## src/rtl/acc_alu.sv

```systemverilog
// acc_alu: accumulator ALU with single-cycle arithmetic/logic ops and a
// multi-cycle restoring divider.
//
// Build option: define ACC_ALU_SAT_EN to make add saturate to all-ones on
// overflow and sub saturate to zero on borrow. carry still reports the
// overflow/borrow. Without it, add and sub wrap modulo 2^WIDTH.
//
// Ports:
//   clk       - clock; all state changes on the rising edge
//   rst       - synchronous active-high reset
//   in_valid  - command present
//   in_ready  - block can accept a command (IDLE and not in reset)
//   load      - load operand into acc (overrides op)
//   op        - 000 add, 001 sub, 010 mul, 011 div, 100 logic-and,
//               101 logic-or, 110 bitwise-and, 111 bitwise-or
//   operand   - second operand (acc is the first)
//   acc       - accumulator
//   rem       - remainder of the last successful div
//   out_valid - one-cycle pulse when acc/flags have been updated
//   carry     - carry / borrow / multiply overflow
//   zero      - acc == 0 after the last update
//   div0      - last command was a divide by zero
module acc_alu #(
  parameter int WIDTH = 8
) (
  input  logic             clk,
  input  logic             rst,
  input  logic             in_valid,
  output logic             in_ready,
  input  logic             load,
  input  logic [2:0]       op,
  input  logic [WIDTH-1:0] operand,
  output logic [WIDTH-1:0] acc,
  output logic [WIDTH-1:0] rem,
  output logic             out_valid,
  output logic             carry,
  output logic             zero,
  output logic             div0
);

  localparam int CW = (WIDTH > 2) ? $clog2(WIDTH) : 1;
  localparam logic [CW-1:0] CNT_LAST = CW'(WIDTH - 1);

  typedef enum logic [0:0] {
    IDLE = 1'b0,
    DIV  = 1'b1
  } state_t;

  state_t           state_r, state_s;
  logic [WIDTH-1:0] acc_r, acc_s;
  logic [WIDTH-1:0] rem_r, rem_s;
  logic             carry_r, carry_s;
  logic             zero_r, zero_s;
  logic             div0_r, div0_s;
  logic             out_valid_r, out_valid_s;
  logic [CW-1:0]    cnt_r, cnt_s;
  logic [WIDTH-1:0] quo_r, quo_s;   // dividend shifting out, quotient shifting in
  logic [WIDTH-1:0] dvsr_r, dvsr_s;
  logic [WIDTH-1:0] prem_r, prem_s; // partial remainder

  logic [WIDTH:0]     sum_s;
  logic [2*WIDTH-1:0] prod_s;
  logic [WIDTH-1:0]   alu_acc_s;
  logic               alu_carry_s;
  logic [WIDTH:0]     rem_shift_s;
  logic [WIDTH-1:0]   rem_step_s;
  logic [WIDTH-1:0]   quo_step_s;
  logic               qbit_s;
  logic               accept_s;

  assign in_ready  = (state_r == IDLE) && !rst;
  assign accept_s  = in_valid && in_ready;
  assign acc       = acc_r;
  assign rem       = rem_r;
  assign carry     = carry_r;
  assign zero      = zero_r;
  assign div0      = div0_r;
  assign out_valid = out_valid_r;

  // Single-cycle operation results (div handled separately).
  always_comb begin
    sum_s       = {1'b0, acc_r} + {1'b0, operand};
    prod_s      = {{WIDTH{1'b0}}, acc_r} * {{WIDTH{1'b0}}, operand};
    alu_acc_s   = acc_r;
    alu_carry_s = 1'b0;
    case (op)
      3'b000: begin
        alu_carry_s = sum_s[WIDTH];
`ifdef ACC_ALU_SAT_EN
        if (sum_s[WIDTH]) begin
          alu_acc_s = {WIDTH{1'b1}};
        end else begin
          alu_acc_s = sum_s[WIDTH-1:0];
        end
`else
        alu_acc_s = sum_s[WIDTH-1:0];
`endif
      end
      3'b001: begin
        alu_carry_s = (operand > acc_r);
`ifdef ACC_ALU_SAT_EN
        if (operand > acc_r) begin
          alu_acc_s = {WIDTH{1'b0}};
        end else begin
          alu_acc_s = acc_r - operand;
        end
`else
        alu_acc_s = acc_r - operand;
`endif
      end
      3'b010: begin
        alu_acc_s   = prod_s[WIDTH-1:0];
        alu_carry_s = |prod_s[2*WIDTH-1:WIDTH];
      end
      3'b100: alu_acc_s = {{(WIDTH-1){1'b0}}, (|acc_r) & (|operand)};
      3'b101: alu_acc_s = {{(WIDTH-1){1'b0}}, (|acc_r) | (|operand)};
      3'b110: alu_acc_s = acc_r & operand;
      3'b111: alu_acc_s = acc_r | operand;
      default: begin
        alu_acc_s   = acc_r;
        alu_carry_s = 1'b0;
      end
    endcase
  end

  // One restoring-division step: shift in the next dividend bit, subtract
  // the divisor if it fits. The difference always fits in WIDTH bits.
  always_comb begin
    rem_shift_s = {prem_r, quo_r[WIDTH-1]};
    if (rem_shift_s >= {1'b0, dvsr_r}) begin
      rem_step_s = rem_shift_s[WIDTH-1:0] - dvsr_r;
      qbit_s     = 1'b1;
    end else begin
      rem_step_s = rem_shift_s[WIDTH-1:0];
      qbit_s     = 1'b0;
    end
    quo_step_s = {quo_r[WIDTH-2:0], qbit_s};
  end

  // Next-state and next-register-value logic.
  always_comb begin
    state_s     = state_r;
    acc_s       = acc_r;
    rem_s       = rem_r;
    carry_s     = carry_r;
    zero_s      = zero_r;
    div0_s      = div0_r;
    out_valid_s = 1'b0;
    cnt_s       = cnt_r;
    quo_s       = quo_r;
    dvsr_s      = dvsr_r;
    prem_s      = prem_r;
    case (state_r)
      IDLE: begin
        if (accept_s) begin
          if (load) begin
            acc_s       = operand;
            carry_s     = 1'b0;
            div0_s      = 1'b0;
            zero_s      = (operand == {WIDTH{1'b0}});
            out_valid_s = 1'b1;
          end else if (op == 3'b011) begin
            if (operand == {WIDTH{1'b0}}) begin
              // acc and rem left alone; zero re-evaluated on the unchanged acc
              carry_s     = 1'b0;
              div0_s      = 1'b1;
              zero_s      = (acc_r == {WIDTH{1'b0}});
              out_valid_s = 1'b1;
            end else begin
              state_s = DIV;
              cnt_s   = {CW{1'b0}};
              quo_s   = acc_r;
              dvsr_s  = operand;
              prem_s  = {WIDTH{1'b0}};
            end
          end else begin
            acc_s       = alu_acc_s;
            carry_s     = alu_carry_s;
            div0_s      = 1'b0;
            zero_s      = (alu_acc_s == {WIDTH{1'b0}});
            out_valid_s = 1'b1;
          end
        end else begin
          state_s = IDLE;
        end
      end
      DIV: begin
        quo_s  = quo_step_s;
        prem_s = rem_step_s;
        cnt_s  = cnt_r + CW'(1'b1);
        if (cnt_r == CNT_LAST) begin
          acc_s       = quo_step_s;
          rem_s       = rem_step_s;
          carry_s     = 1'b0;
          div0_s      = 1'b0;
          zero_s      = (quo_step_s == {WIDTH{1'b0}});
          out_valid_s = 1'b1;
          state_s     = IDLE;
        end else begin
          state_s = DIV;
        end
      end
      default: state_s = IDLE;
    endcase
  end

  // State and datapath registers; reset wins over any accept.
  always_ff @(posedge clk) begin
    if (rst) begin
      state_r     <= IDLE;
      acc_r       <= {WIDTH{1'b0}};
      rem_r       <= {WIDTH{1'b0}};
      carry_r     <= 1'b0;
      zero_r      <= 1'b1;
      div0_r      <= 1'b0;
      out_valid_r <= 1'b0;
      cnt_r       <= {CW{1'b0}};
      quo_r       <= {WIDTH{1'b0}};
      dvsr_r      <= {WIDTH{1'b0}};
      prem_r      <= {WIDTH{1'b0}};
    end else begin
      state_r     <= state_s;
      acc_r       <= acc_s;
      rem_r       <= rem_s;
      carry_r     <= carry_s;
      zero_r      <= zero_s;
      div0_r      <= div0_s;
      out_valid_r <= out_valid_s;
      cnt_r       <= cnt_s;
      quo_r       <= quo_s;
      dvsr_r      <= dvsr_s;
      prem_r      <= prem_s;
    end
  end

endmodule

```

## config.mk

```make
export PLATFORM = sky130hd
export DESIGN_NAME = acc_alu
export DESIGN_NICKNAME = d
export VERILOG_FILES = /design/src/rtl/acc_alu.sv
export SDC_FILE = /design/constraint.sdc
export NUM_CORES = 1
export LEC_CHECK = 0
export ABC_AREA = 1
export CAP_MARGIN = 15
export CORE_ASPECT_RATIO = 1.75
export CORE_MARGIN = 2
export CORE_UTILIZATION = 60
export CTS_CLUSTER_DIAMETER = 80
export CTS_CLUSTER_SIZE = 25
export DETAILED_ROUTE_END_ITERATION = 6
export PLACE_DENSITY = 0.91
export SYNTH_ARGS = -nofsm -noshare
export SYNTH_HDL_FRONTEND = slang
export SYNTH_SLANG_ARGS = --single-unit
```

## constraint.sdc

```tcl
create_clock -name clk -period 5.3 [get_ports clk]
set_clock_uncertainty 0.05 [all_clocks]
set_input_delay 0.53 -clock clk [delete_from_list [all_inputs] [get_ports clk]]
set_output_delay 0.53 -clock clk [all_outputs]
set_load 0.005 [all_outputs]
```

==> results.py, run 1 <==
metrics = {
    "outcome": {
        "status": "complete, no violations",
    },
    "clock_tree": {
        "cts_setup_buffers": 0,
        "cts_tree": "yes",
        "insertion_delay_ns": 0.30,
        "clock-root-buffer": "clkbuf_16",
        "clockBufferDepth": 2,
        "htreeDepth": 2,
        "numCtsBuffers": 5,
        "cts_sinks": 48,
        "post_cts_resized": 0,
        "clk_pin_slew_ns": 0.07,
        "cts_hold_buffers": 0,
    },
    "worst_setup_path": {
        "crit_fanout": 10,
        "critPathSlowestCell": "clkdlybuf4s50_1",
        "path_class": "in2reg",
        "reg2reg_slack_ns": 0.56,
        "r2r-end": "carry$_SDFFE_PP0P_",
        "cp_slowest_stage_delay_ns": 0.69,
        "r2r_start": "acc[5]$_SDFFE_PP0P_",
        "path_cells": "clkdlybuf4s50_1 > ha_1 > inv_1 > fa_1 > inv_1 > ha_1 > inv_1 > fa_1 > fa_1 > inv_1 > ha_1 > a21oi_1 > nand2_1 > or2_2 > nand3_1 > nand2_1 > inv_1 > nand3_1 > nand2_1 > nor2_1 > o21ai_0 > a21oi_1",
        "r2r_cells": 23,
        "cp-start-kind": "input port",
        "required_ns": 5.40,
        "end_kind": "flip-flop",
        "cp.arrival_ns": 5.08,
        "crit_top_cell": "inv_1",
    },
    "sta": {
        "slew_violations": 0,
        "fmax_mhz": 201,
        "hold-worst-slack_ns": 0.413,
        "rsz0062_at_grt": "no",
        "fin_setup_tns_ns": 0,
        "fin_crit_ns": 4.98,
        "hold_viol_final": 0,
        "slew_headroom_pct": 29.2,
        "finalSetupViolCount": 0,
        "timing.final.crit_share_pct": 94.0,
        "worstMarginPinSlew_ns": 1.06,
    },
    "finish": {
        "nets": 1065,
        "utilization_pct": 67.6,
        "area_growth_pct": 9.90,
        "drive_gt1_share_pct": 5.10,
        "layout_common_cells": "nand2_1, inv_1, ha_1",
        "nFillCells": 856,
        "antennaDiodeCount": 0,
        "mostFrequentLayoutCell": "nand2_1",
    },
    "logic_synthesis": {
        "syn-cell-area_um2": 6060,
        "syn_inst": 919,
        "ys_types": 41,
        "ys_ff_latch": 48,
        "syn_nets": 1043,
        "synth-seq-area-share_pct": 15.9,
        "syn_area_per_cell_um2": 6.59,
        "ys_warn_count": 0,
    },
    "power_and_ir_drop": {
        "leakagePower_nw": 3.61,
        "powerDensity_nw_per_um2": 188,
        "ir_worst_vdd_v": 0.000274,
    },
    "drt": {
        "vias_per_cell": 5.64,
        "wl_per_cell_um": 15.9,
        "drt_iter0_drc": 395,
        "drc": 0,
        "first_pass_iters": 5,
        "dr_total_vias": 6021,
        "wl_um": 17000,
        "final_antenna_net_count": 0,
    },
    "worst_hold_path": {
        "hold_class": "reg2reg",
        "hold_end": "prem_r[7]$_SDFFE_PP0P_",
        "hp-start": "prem_r[7]$_SDFFE_PP0P_",
        "holdPathStages": 2,
    },
    "global_routing": {
        "grt_max_degree": 27,
        "antenna_found_initial": 0,
        "grt_remaining_overflow": 0,
        "grt_pass1_wl_um": 27100,
        "grt_util_all_layers_pct": 32.0,
        "first_global_vias": 6070,
    },
    "floorplan": {
        "start_util_pct": 61.5,
        "die_h_um": 137,
        "io_pins": 36,
        "num_rows": 48,
        "core_region_area_um2": 9850,
        "die-area_um2": 10900,
        "fp.dieW_um": 79.9,
    },
    "place": {
        "io_buffers": 35,
        "dp_hpwl_um": 13400,
        "place.gp.congestion": 1.04,
    },
    "flow_run": {
        "maxCapViolCount": 0,
    },
}
worst max path at each step:
stage / from / endpoint
floorplan: acc[1]$_SDFFE_PP0P_ / carry$_SDFFE_PP0P_
global placement: operand[3] / acc[7]$_SDFFE_PP0P_
detailed placement: operand[3] / acc[7]$_SDFFE_PP0P_
CTS: operand[3] / acc[7]$_SDFFE_PP0P_
global route: operand[3] / carry$_SDFFE_PP0P_
finish: operand[3] / acc[7]$_SDFFE_PP0P_
logic make-up (layout without fill, tap and decap cells):
group | Yosys count | count (layout) | share of synthesized area (%)
buffers and inverters | 223 | 246 | 15.1
flip-flops | 48 | 48 | 15.9
adder cells (fa/ha/maj) | 109 | 109 | 27.4
AND/OR/NAND/NOR | 404 | 404 | 29.1
XOR/XNOR | 6 | 6 | 0.868
AO/OA/AOI/OAI | 129 | 129 | 11.7
power breakdown:
part | switching [mW] | internal [mW]
sequential | 0.0123 | 0.368
clock | 0.141 | 0.249
combinational | 0.306 | 0.174
state kept, by name, summed over array words and instances, names as in the netlist:
signal and count:
quo_r 8, zero 1, out_valid 1, prem_r 8, rem 8, carry 1
state_r 1, div0 1, acc 8, cnt_r 3, dvsr_r 8
synthesized netlist by cell type (all sizes together):
master,number,area [um2]
a21o,5,37.5
a21oi,56,280
a31oi,13,81.3
buf,18,133
clkbuf,18,77.6
dfxtp,48,961
fa,39,781
ha,70,876
inv,187,704
nand2,241,922
nand3,66,343
nand3b,7,52.6
nand4,10,62.6
nor2,66,294
nor3,7,45.0
nor3b,1,7.51
nor4,2,12.5
o211ai,3,22.5
o21a,4,30.0
o21ai,42,214
o21bai,2,15.0
o22ai,3,18.8
o31ai,1,7.51
or2,3,18.8
or3,1,6.26
xnor2,2,17.5
xor2,4,35.0
final cells by class:
class / instances / area (um2) / area share (%)
repair buffers: 51 / 470 / 7.07
clock inverters: 1 / 30.0 / 0.451
well taps: 125 / 156 / 2.35
multi-input cells: 648 / 4180 / 62.8
flip-flops and latches: 48 / 961 / 14.4
clock buffers: 7 / 153 / 2.29
inverters: 187 / 704 / 10.6
layer usage:
layer  wire, um  global-route usage (%)
met1       5590                    28.3
met2       9040                    60.4
met3        852                    5.01
met4       1500                    27.5
met5          0                       0
metrics by stage:
step / instance area [um2] / worst slack [ns] / total power, mW / cells
2_1_floorplan: 6060 / 0.858 / 0.728 / 919
3_3_place_gp: 6470 / 0.180 / 0.845 / 1059
3_5_place_dp: 6470 / 0.0271 / 0.856 / 1059
4_1_cts: 6660 / 0.339 / 1.25 / 1067
5_1_grt: 6660 / 0.00121 / 1.32 / 1067
6_report: 6660 / 0.317 / 1.25 / 1067
worst max-delay path, delay by kind of cell:
family	cells	cell delay, ns
AO/OA/AOI/OAI	3	0.47
buffers and inverters	6	0.93
adder cells (fa/ha/maj)	6	2.41
AND/OR/NAND/NOR	7	0.72
Power figures use the tool's default switching activity.
==> run 2, diff against run 1 <==
--- a/config.mk
+++ b/config.mk
@@ -5,7 +5,6 @@
 export SDC_FILE = /design/constraint.sdc
 export NUM_CORES = 1
 export LEC_CHECK = 0
-export ABC_AREA = 1
 export CAP_MARGIN = 15
 export CORE_ASPECT_RATIO = 1.75
 export CORE_MARGIN = 2
==> run 2 against run 1 <==
Against the previous run: core utilization is 2.4 points higher; wire length increased by 4.5%; design area down 0.53%; critical path depth down 7; synthesized cell count is 19% lower; area after synthesis fell by 3.2%; via count shrank 3.9%; first-iteration DRC count increased by 31%; maximum frequency shrank 0.58%; register-to-register slack got worse by 0.16 ns; non-clock buffer count is 21 higher; largest cell class unchanged.
==> results.py, run 2 <==
metrics = {
    "logic_synthesis": {
        "synth.most_common_cell": "inv_1",
        "synth-edff-count": 0,
        "ys_types": 75,
        "syn-cell-area_um2": 5860,
        "ys_warn_count": 0,
        "ys_async_sr_fraction_pct": 0,
        "yosys-top-cells-area": "dfxtp_1, ha_1, fa_1",
        "ys_ff_latch": 48,
        "syn_area_per_cell_um2": 7.85,
        "yosysTopAreaCellShare_pct": 16.4,
        "yosys-top-cells-count": "inv_1, nand2_1, nor2_1",
        "syn_nets": 871,
        "synth-seq-area-share_pct": 16.4,
        "syn_inst": 747,
        "synth_flop_cell": "dfxtp_1",
        "yosysTopAreaCell": "dfxtp_1",
    },
    "power_and_ir_drop": {
        "powerDensity_nw_per_um2": 175,
        "ir_worst_vdd_v": 0.000229,
        "leakagePower_nw": 2.95,
    },
    "worst_setup_path": {
        "required_ns": 5.50,
        "crit_fanout": 6,
        "path_class": "in2reg",
        "cp_slowest_stage_delay_ns": 0.55,
        "end_kind": "flip-flop",
        "critPathSlowestCell": "fa_1",
        "r2r_start": "acc[6]$_SDFFE_PP0P_",
        "cp.arrival_ns": 5.21,
        "path_cells": "clkdlybuf4s50_1 > buf_4 > nand2_1 > fa_1 > fa_1 > fa_1 > fa_1 > inv_1 > ha_1 > a21boi_1 > o211ai_1 > and3_1 > o32a_1 > o41ai_2 > a21o_1",
        "crit_top_cell": "fa_1",
        "crit_path_start": "operand[3]",
        "r2r_cells": 16,
        "cp-start-kind": "input port",
    },
    "sta": {
        "hold-worst-slack_ns": 0.414,
        "fin_setup_tns_ns": 0,
        "worstMarginPinSlew_ns": 0.942,
        "fin_crit_ns": 5.01,
        "rsz0062_at_grt": "no",
        "finalSetupViolCount": 0,
        "fmax_mhz": 200,
        "timing.final.crit_share_pct": 94.6,
        "slew_headroom_pct": 37.1,
        "slew_violations": 0,
        "hold_viol_final": 0,
    },
    "floorplan": {
        "die_h_um": 135,
        "core_region_area_um2": 9470,
        "num_rows": 47,
        "die-area_um2": 10600,
        "fp.dieW_um": 78.7,
        "start_util_pct": 61.9,
        "io_pins": 36,
    },
    "finish": {
        "layout_common_cells": "inv_1, nand2_1, nor2_1",
        "utilization_pct": 69.9,
        "mostFrequentLayoutCell": "inv_1",
        "antennaDiodeCount": 0,
        "nFillCells": 769,
        "multi_input_area_um2": 4330,
        "nets": 912,
        "seqCellArea_um2": 961,
        "drive_gt1_share_pct": 8.49,
        "area_growth_pct": 12.9,
    },
    "clock_tree": {
        "cts_hold_buffers": 0,
        "cts_sinks": 48,
        "clk_pin_slew_ns": 0.07,
        "clockBufferDepth": 2,
        "cts_tree": "yes",
        "post_cts_resized": 0,
        "clock-root-buffer": "clkbuf_16",
        "htreeDepth": 2,
        "cts_setup_buffers": 0,
        "insertion_delay_ns": 0.30,
        "numCtsBuffers": 5,
    },
    "drt": {
        "final_antenna_net_count": 0,
        "wl_um": 17800,
        "drc": 0,
        "first_pass_iters": 6,
        "dr_total_vias": 5788,
        "drt_iter0_drc": 517,
        "wl_per_cell_um": 19.5,
        "vias_per_cell": 6.35,
    },
    "global_routing": {
        "grt_pass1_wl_um": 28400,
        "antenna_found_initial": 0,
        "grt_util_all_layers_pct": 34.1,
        "grt_remaining_overflow": 0,
        "grt_max_degree": 50,
        "first_global_vias": 5934,
    },
    "worst_hold_path": {
        "hp-start": "dvsr_r[2]$_SDFFE_PP0P_",
        "hold_class": "reg2reg",
        "holdPathStages": 2,
    },
    "place": {
        "place.gp.congestion": 0.992,
        "dp_hpwl_um": 14100,
        "io_buffers": 35,
    },
    "outcome": {
        "status": "complete, no violations",
    },
    "flow_run": {
        "maxCapViolCount": 0,
    },
}
run 2: cell types whose count changed after synthesis, moves of 9 or more:
cell / change
nand2_1: -152
inv_1: -85
nand3_1: -47
nor2_1: +19
mux2i_1: +13
nand2b_1: +11
o21ai_0: -10
a211oi_1: +9
and3_1: +9
o211ai_1: +9
run 2: worst paths after layout:
| kind | to | slack, ns |
|---|---|---|
| max reg2reg | carry$_SDFFE_PP0P_ | 0.40 |
| min reg2reg | dvsr_r[2]$_SDFFE_PP0P_ | 0.41 |
| max | zero$_SDFFE_PP1P_ | 0.29 |
| min | dvsr_r[2]$_SDFFE_PP0P_ | 0.41 |
run 2: power by group:
part           switching (mW)  total, mW  internal (mW)
sequential             0.0143      0.381          0.367
clock                   0.147      0.384          0.237
combinational           0.228      0.391          0.162
total                   0.390       1.16          0.766
run 2: layout make-up:
cell class	instances	share of cell area [%]
multi-input combinational	561	65.4
sequential	48	14.5
tap	122	2.31
inverter	100	5.67
timing repair buffer	72	9.45
clock buffer	6	2.10
clock inverter	2	0.586
run 2: cells by family (layout without fill, tap and decap cells):
| group | after synthesis | after routing | synth area share, % |
|---|---|---|---|
| and+or+nand+nor | 246 | 246 | 19.5 |
| AOI/OAI and AO/OA | 176 | 176 | 20.5 |
| buffers and inverters | 138 | 180 | 9.99 |
| adders and majority gates | 109 | 109 | 28.3 |
| DFF | 48 | 48 | 16.4 |
| muxes | 22 | 22 | 4.14 |
| xor gates and xnor gates | 8 | 8 | 1.20 |
run 2: metrics by stage:
step / cell area, um2 / power (mW) / cells / worst slack, ns
floorplan: 5860 / 0.643 / 747 / 0.517
global placement: 6420 / 0.752 / 902 / 0.0607
detailed placement: 6420 / 0.768 / 902 / -0.0856
CTS: 6600 / 1.15 / 910 / 0.204
global route: 6620 / 1.21 / 911 / 0.0364
finish: 6620 / 1.16 / 911 / 0.288
run 2: critical path, delay by kind of cell:
kind	cells	cell delay [ns]
AO/OA/AOI/OAI	5	1.21
adder cells (fa/ha/maj)	5	2.40
buffers and inverters	3	0.76
AND/OR/NAND/NOR	2	0.30
run 2: metal layers:
layer,global-route usage [%],up-vias,part of all wire (%)
met5,0,-,0
met4,24.9,0,7.9
met3,3.48,101,5.4
met2,63.2,284,53
met1,34.6,2757,34
li1,-,2646,-
==> run 3, diff against run 2 <==
--- a/config.mk
+++ b/config.mk
@@ -10,9 +10,10 @@
 export CORE_MARGIN = 2
 export CORE_UTILIZATION = 60
 export CTS_CLUSTER_DIAMETER = 80
-export CTS_CLUSTER_SIZE = 25
+export CTS_CLUSTER_SIZE = 40
 export DETAILED_ROUTE_END_ITERATION = 6
 export PLACE_DENSITY = 0.91
+export SLEW_MARGIN = 40
 export SYNTH_ARGS = -nofsm -noshare
 export SYNTH_HDL_FRONTEND = slang
 export SYNTH_SLANG_ARGS = --single-unit
==> run 3 against run 2 <==
Against the previous run: register-to-register slack barely moved; sequential share of layout area barely moved; non-clock buffer count did not move; largest cell class unchanged.
==> results.py, run 3 (synthesized netlist as in run 2, its figures left out) <==
metrics = {
    "global_routing": {
        "first_global_vias": 5934,
        "antenna_found_initial": 0,
        "grt_pass1_wl_um": 28400,
        "grt_util_all_layers_pct": 34.1,
        "grt_remaining_overflow": 0,
        "grt_max_degree": 50,
    },
    "finish": {
        "antennaDiodeCount": 0,
        "mostFrequentLayoutCell": "inv_1",
        "nets": 912,
        "area_growth_pct": 13.1,
        "layout_common_cells": "inv_1, nand2_1, nor2_1",
        "drive_gt1_share_pct": 8.62,
        "utilization_pct": 70.1,
    },
    "clock_tree": {
        "htreeDepth": 2,
        "clk_pin_slew_ns": 0.06,
        "insertion_delay_ns": 0.30,
        "numCtsBuffers": 5,
        "cts_tree": "yes",
        "clock-root-buffer": "clkbuf_16",
        "clockBufferDepth": 2,
        "cts_sinks": 48,
    },
    "worst_setup_path": {
        "cp-start-kind": "input port",
        "reg2reg_slack_ns": 0.39,
        "required_ns": 5.43,
        "crit_fanout": 7,
        "end_kind": "flip-flop",
        "r2r_start": "acc[6]$_SDFFE_PP0P_",
        "path_class": "in2reg",
        "cp.arrival_ns": 5.13,
        "crit_path_start": "operand[2]",
    },
    "place": {
        "io_buffers": 35,
        "place.gp.congestion": 0.992,
        "dp_hpwl_um": 14100,
        "dpl_worst_slack_ns": -0.0856,
    },
    "floorplan": {
        "num_rows": 47,
        "core_region_area_um2": 9470,
        "fp.dieW_um": 78.7,
        "die_h_um": 135,
        "die-area_um2": 10600,
        "io_pins": 36,
        "start_util_pct": 61.9,
    },
    "sta": {
        "finalSetupViolCount": 0,
        "worstMarginPinSlew_ns": 0.870,
        "slew_violations": 0,
        "fmax_mhz": 200,
        "timing.final.crit_share_pct": 94.2,
        "rsz0062_at_grt": "no",
        "hold_viol_final": 0,
        "fin_crit_ns": 4.99,
        "slew_headroom_pct": 40.5,
        "worst_slack_ns": 0.307,
    },
    "drt": {
        "wl_per_cell_um": 19.5,
        "vias_per_cell": 6.39,
        "final_antenna_net_count": 0,
        "drc": 0,
        "wl_um": 17700,
        "first_pass_iters": 5,
        "drt_iter0_drc": 475,
        "dr_total_vias": 5819,
    },
    "power_and_ir_drop": {
        "seqPwrFrac_pct": 33.0,
        "p_sw_mw": 0.390,
        "ir_worst_vdd_v": 0.000229,
        "leakagePower_nw": 2.95,
        "powerDensity_nw_per_um2": 174,
        "intPower_mw": 0.766,
        "pwr-share-comb_pct": 33.8,
        "p_sw_share_pct": 33.8,
        "pwr-share-clk_pct": 33.2,
    },
    "flow_run": {
        "maxCapViolCount": 0,
    },
    "worst_hold_path": {
        "hp-start": "dvsr_r[2]$_SDFFE_PP0P_",
        "hold_class": "reg2reg",
    },
    "outcome": {
        "status": "complete, no violations",
    },
}
[run 3: cell counts in the layout (fill, tap and decap cells not counted)]
Identical to the previous run, type by type.
[run 3: path summary, 6_finish.rpt]
kind | endpoint | depth (start not counted)
max reg2reg | carry$_SDFFE_PP0P_ | 16
max | carry$_SDFFE_PP0P_ | 17
min reg2reg | dvsr_r[2]$_SDFFE_PP0P_ | 2
min | dvsr_r[2]$_SDFFE_PP0P_ | 2
[run 3: area by class of cell]
class	count	area (um2)
flip-flops and latches	48	962
fillers	766	2840
repair buffers	72	628
multi-input cells	561	4340
clock buffers	6	139
inverters	100	375
clock inverters	2	38.8
well taps	122	153
[run 3: power by group through the flow]
stage / clock, mW / combinational [mW] / sequential [mW]
global route: 0.399 / 0.435 / 0.381
floorplan: 0 / 0.260 / 0.383
CTS: 0.388 / 0.382 / 0.380
detailed placement: 0 / 0.380 / 0.388
global placement: 0 / 0.364 / 0.388
finish: 0.384 / 0.391 / 0.381
[run 3: per-stage QoR]
stage	cells	setup TNS [ns]	total power [mW]	hold slack, ns	cell area [um2]
after floorplan	747	0	0.643	0.386	5860
after global placement	902	0	0.752	0.394	6420
after detailed placement	902	-0.109	0.768	0.398	6420
after CTS	910	0	1.15	0.410	6600
after global routing	911	0	1.21	0.444	6630
final	911	0	1.16	0.412	6630
[run 3: critical path, cell delays in order]
cell and delay [ns]:
clkdlybuf4s50_1 0.67, inv_1 0.18, nor2_1 0.26, fa_1 0.45, inv_1 0.07, fa_1 0.43, fa_1 0.43, inv_1 0.08
fa_1 0.43, ha_1 0.35, o21a_1 0.23, and4_1 0.20, o21ai_0 0.08, a31oi_1 0.18, nor2_1 0.07, xnor2_1 0.13
o32a_1 0.35
[run 3: layer usage]
layer / GRT usage [%] / part of all wire [%]
met1: 34.6 / 34
met2: 63.2 / 52
met3: 3.48 / 5.8
met4: 24.9 / 8.3
met5: 0 / 0
[run 3: timing repair]
item	4_1_cts	5_1_grt
endpoints found under the setup margin	0	2
resized for setup	0	3
hold buffers	0	0
buffers inserted	0	0
